==> src/rtl/req_enc_pkg.sv <==
// Shared sizes and output-stage state type for the 6-to-3 request encoder.
package req_enc_pkg;
    localparam int N_REQ  = 6;
    localparam int CODE_W = 3;

    typedef enum logic {
        EMPTY = 1'b0,
        FULL  = 1'b1
    } enc_state_t;
endpackage

==> src/rtl/req_enc_pick.sv <==
// Circular first-set search over the pending vector, starting at a given index.
module req_enc_pick #(
    parameter int N_REQ  = req_enc_pkg::N_REQ,
    parameter int CODE_W = req_enc_pkg::CODE_W
) (
    input  logic [N_REQ-1:0]  pend,
    input  logic [CODE_W-1:0] start,
    output logic              found,
    output logic [CODE_W-1:0] idx
);
    import req_enc_pkg::*;

    always_comb begin
        logic [CODE_W-1:0] j;
        found = 1'b0;
        idx   = '0;
        j     = '0;
        for (int unsigned k = 0; k < N_REQ; k++) begin
            j = CODE_W'((32'(start) + k) % N_REQ);
            if (!found && pend[j]) begin
                found = 1'b1;
                idx   = j;
            end
        end
    end
endmodule

==> src/rtl/req_encoder_6to3.sv <==
// Request lines to queued 3-bit codes with valid/ready output stage.
// Define REQ_ENC_RR_EN for round-robin grant; default is fixed lowest-index priority.
module req_encoder_6to3 #(
    parameter int N_REQ  = req_enc_pkg::N_REQ,
    parameter int CODE_W = req_enc_pkg::CODE_W
) (
    input  logic              clk,
    input  logic              rst,
    input  logic              en,
    input  logic [N_REQ-1:0]  req,
    output logic              out_valid,
    input  logic              out_ready,
    output logic [CODE_W-1:0] out_code,
    output logic [N_REQ-1:0]  pend,
    output logic              overflow
);
    import req_enc_pkg::*;

    enc_state_t        state_q, state_d;
    logic [CODE_W-1:0] code_q, code_d;
    logic [N_REQ-1:0]  pend_d;
    logic              ovf_d;
    logic [N_REQ-1:0]  grant_oh;
    logic [CODE_W-1:0] start;
    logic              found;
    logic [CODE_W-1:0] pick_idx;
    logic              load;

`ifdef REQ_ENC_RR_EN
    logic [CODE_W-1:0] last_q;

    always_ff @(posedge clk) begin
        if (rst) begin
            last_q <= CODE_W'(N_REQ - 1);
        end else if (load) begin
            last_q <= pick_idx;
        end
    end

    assign start = (last_q == CODE_W'(N_REQ - 1)) ? '0 : last_q + 1'b1;
`else
    assign start = '0;
`endif

    req_enc_pick #(
        .N_REQ (N_REQ),
        .CODE_W(CODE_W)
    ) u_pick (
        .pend (pend),
        .start(start),
        .found(found),
        .idx  (pick_idx)
    );

    // In FULL out_valid is 1, so a handshake reduces to out_ready.
    assign load = found && ((state_q == EMPTY) || out_ready);

    always_ff @(posedge clk) begin
        if (rst) begin
            state_q  <= EMPTY;
            code_q   <= '0;
            pend     <= '0;
            overflow <= 1'b0;
        end else begin
            state_q  <= state_d;
            code_q   <= code_d;
            pend     <= pend_d;
            overflow <= ovf_d;
        end
    end

    always_comb begin
        state_d  = state_q;
        code_d   = code_q;
        pend_d   = pend;
        ovf_d    = 1'b0;
        grant_oh = '0;
        if (load) begin
            grant_oh[pick_idx] = 1'b1;
        end

        // A new request on the bit being granted re-arms it instead of overflowing.
        for (int unsigned i = 0; i < N_REQ; i++) begin
            if (en && req[i]) begin
                if (pend[i] && !grant_oh[i]) begin
                    ovf_d = 1'b1;
                end
                pend_d[i] = 1'b1;
            end else if (grant_oh[i]) begin
                pend_d[i] = 1'b0;
            end
        end

        if (load) begin
            state_d = FULL;
            code_d  = pick_idx;
        end else if ((state_q == FULL) && out_ready) begin
            state_d = EMPTY;
            code_d  = '0;
        end
    end

    assign out_valid = (state_q == FULL);
    assign out_code  = out_valid ? code_q : '0;
endmodule

==> config.mk <==
export PLATFORM = sky130hd
export DESIGN_NAME = req_encoder_6to3
export DESIGN_NICKNAME = d
export VERILOG_FILES = /design/src/rtl/req_enc_pkg.sv /design/src/rtl/req_enc_pick.sv /design/src/rtl/req_encoder_6to3.sv
export SDC_FILE = /design/constraint.sdc
export NUM_CORES = 1
export LEC_CHECK = 0
export ABC_AREA = 1
export ABC_CLOCK_PERIOD_IN_PS = 3280
export CORE_MARGIN = 1.5
export CORE_UTILIZATION = 25
export DETAILED_ROUTE_END_ITERATION = 12
export HOLD_SLACK_MARGIN = 0.15
export PLACE_DENSITY = 0.6
export SETUP_SLACK_MARGIN = 0.02
export SLEW_MARGIN = 5
export SYNTH_ARGS = -nofsm -noshare
export SYNTH_HDL_FRONTEND = slang
export SYNTH_SLANG_ARGS = --single-unit
export TNS_END_PERCENT = 20
==> constraint.sdc <==
create_clock -name clk -period 3.28 [get_ports clk]
set_input_delay 0.656 -clock clk [delete_from_list [all_inputs] [get_ports clk]]
set_output_delay 0.656 -clock clk [all_outputs]
set_load 0.1 [all_outputs]
==> results.tsv <==
metric	value	unit
Vias/cell	4.57	
minimum clock period after layout	1.83	ns
Num CTS Buffers	3	
Post-CTS Setup Inserts	0	
Hold Crit Class	flip-flop to flip-flop	
Tcrit/Tclk final	0.558	
gr usage total	0.109	
largest family of logic cells by synthesized area	simple AND/OR/NAND/NOR gates	
drt drc	0	
DP Wirelength	1150	um
Root Buffer	clkbuf_4	
Die Width	53.1	um
placed cell area	831	sq um
post-synthesis mux area share	0	
max_cap viols	0	
Die ar.	2820	sq um
Final Cell Area	857	sq um
crit-path cells	nand2_1 -> inv_1 -> buf_4	
initial core utilization	0.273	
max-slew violations	0	
Final Hold Viols	0	
register area	220	sq um
R2R Setup Slk	1.93	ns
Tightest Pin Transition	0.425	ns
Mean Syn Cell Area	6.97	sq um
Hold WS	0.466	ns
first-pass GRT wire length	2170	um
leakage	0.382	nW
IO Pins	21	
hold_buf cts	0	
XOR/XNOR share of the synthesized area	0	
RSZ-0062 raised after global routing	no	
worst vdd ir	0.000321	V
Clock Latency Late Sink	0.27	ns
detailed router's first-iteration violation count	15	
area share of and/or/nand/nor cells after synthesis	0.403	
power per cell area	481	nW/um^2
Final ANT Viol Nets	0	
vias in the first global route	532	
syn nets	100	
critical path's slowest cell	dfxtp_1	
synth-to-layout area growth	36.7	%
CTS tree	built	
Multi-input gate area	350	sq um
clock sink count	11	
Crit path required time	2.62	ns
outcome	complete, no violations	
Crit path arrival time	1.17	ns
Nets	124	
yosys warns	0	
PortBufs	20	
CP Class	flip-flop to output port	
layout cells sized above 1	0.230	
Routed WL	1460	um
drt pass-1 iters	4	
largest net degree at the start of global routing	12	
crit path max fanout	7	
clock-pin slew on the worst setup and hold paths	0.06	ns
CP Capture Type	output port	
Startpoint Class	flip-flop	
Post-Synthesis Cell Area	627	sq um
Buf/Inv on CP	2	
Die Y	53.1	um
most common cell after layout, fill and taps aside	nand2_1	
Congestion Overflow GR	0	
CTS max path bufs	2	
endpoints failing setup	0	
commonest cells after routing, fill and taps aside	23 x nand2_1, 11 x inv_1, 11 x dfxtp_1, 11 x buf_4	
gate count after technology mapping	90	
wire per inst	10.3	um
#FFs+latches synth	11	
Placeable Area	2300	sq um
skew final	0.00533	ns
max incr delay on CP	0.48	ns
Synth Area in Adders	0	
Cell variety after synth	20	
worst rel slew slack	0.716	
register area share after synthesis	0.351	
layout filler cell count	247	
initial antenna violation count	0	
via count	645	
GP Congestion	0.818	
Core Rows	17	
Achievable Freq	547	MHz
diodes inserted	0	
# resized after CTS	0	
H-tree lvl count	1	
Top Family by Delay on Critical Path	flip-flops	
Synth Area in Compound Gates	0.156	
Total Neg Setup Slack	0	ns
==> final timing paths <==
path	cells after the start	endpoint	startpoint
max	3	out_code[0]	out_valid
min	2	code_q[2]	code_q[2]
max reg2reg	7	overflow	pend[3]
min reg2reg	2	code_q[2]	code_q[2]
==> Yosys cell counts <==
cell,instances,area (sq um)
dfxtp_1,11,220
nor2_1,5,18.8
inv_2,3,11.3
a31oi_1,1,6.26
nor3_1,1,5.00
clkbuf_1,1,3.75
o21ai_1,2,10.0
nand4_1,2,12.5
inv_1,11,41.3
nand4_4,1,21.3
a21oi_2,2,17.5
nor2_2,2,12.5
nand2_1,23,86.3
nand3_1,6,30.0
o21ai_0,2,10.0
nor2_4,3,33.8
o2111ai_1,1,8.76
nand3_2,1,10.0
a21oi_1,9,45.0
nand3b_1,3,22.5
==> stage by stage <==
stage	worst slack [ns]	instances	total power, mW	utilization
after floorplan	0.838	90	0.284	-
after global placement	1.32	137	0.322	0.362
after detailed placement	1.30	137	0.323	0.362
after CTS	1.44	141	0.418	0.373
after global routing	1.39	141	0.439	0.373
final	1.45	141	0.412	0.373
==> metal layers <==
metal,wire (um),vias up,share of wire,global-route usage
met5,0,-,0,0
met4,21,0,0.014,0.0256
met3,83,2,0.057,0.0508
met2,675,20,0.46,0.175
met1,677,280,0.46,0.130
li1,-,343,-,-
==> kinds of logic (layout without fill, tap and decap cells) <==
| kind of cell | Yosys count | after routing |
|---|---|---|
| buffers and inverters | 15 | 38 |
| AOI/OAI and AO/OA | 17 | 17 |
| and+or+nand+nor | 47 | 47 |
| DFF | 11 | 11 |
==> cell type report <==
cell class              instances  share of cell area
inverters                      14              0.0613
repair buffers                 20               0.201
clock buffers                   4              0.0307
multi-input cells              64               0.409
flip-flops and latches         11               0.257
well taps                      28              0.0409
==> power by group <==
group / internal, mW / switching, mW
clock: 0.0471 / 0.0453
combinational: 0.0457 / 0.115
sequential: 0.144 / 0.0143
total: 0.237 / 0.175
==> worst register-to-register path, cell delays in order, from the launching register on <==
cell and delay [ns]:
dfxtp_1 0.45, inv_1 0.09, nor3_1 0.23, nand3_1 0.13
nand3b_1 0.11, nand3_1 0.07, nor2_1 0.10, nor2_1 0.04
==> state kept, by name (all words and copies together) (netlist names) <==
name / count
pend: 6
code_q: 3
out_valid: 1
overflow: 1
Note: power is estimated with default switching activity, not from simulation.
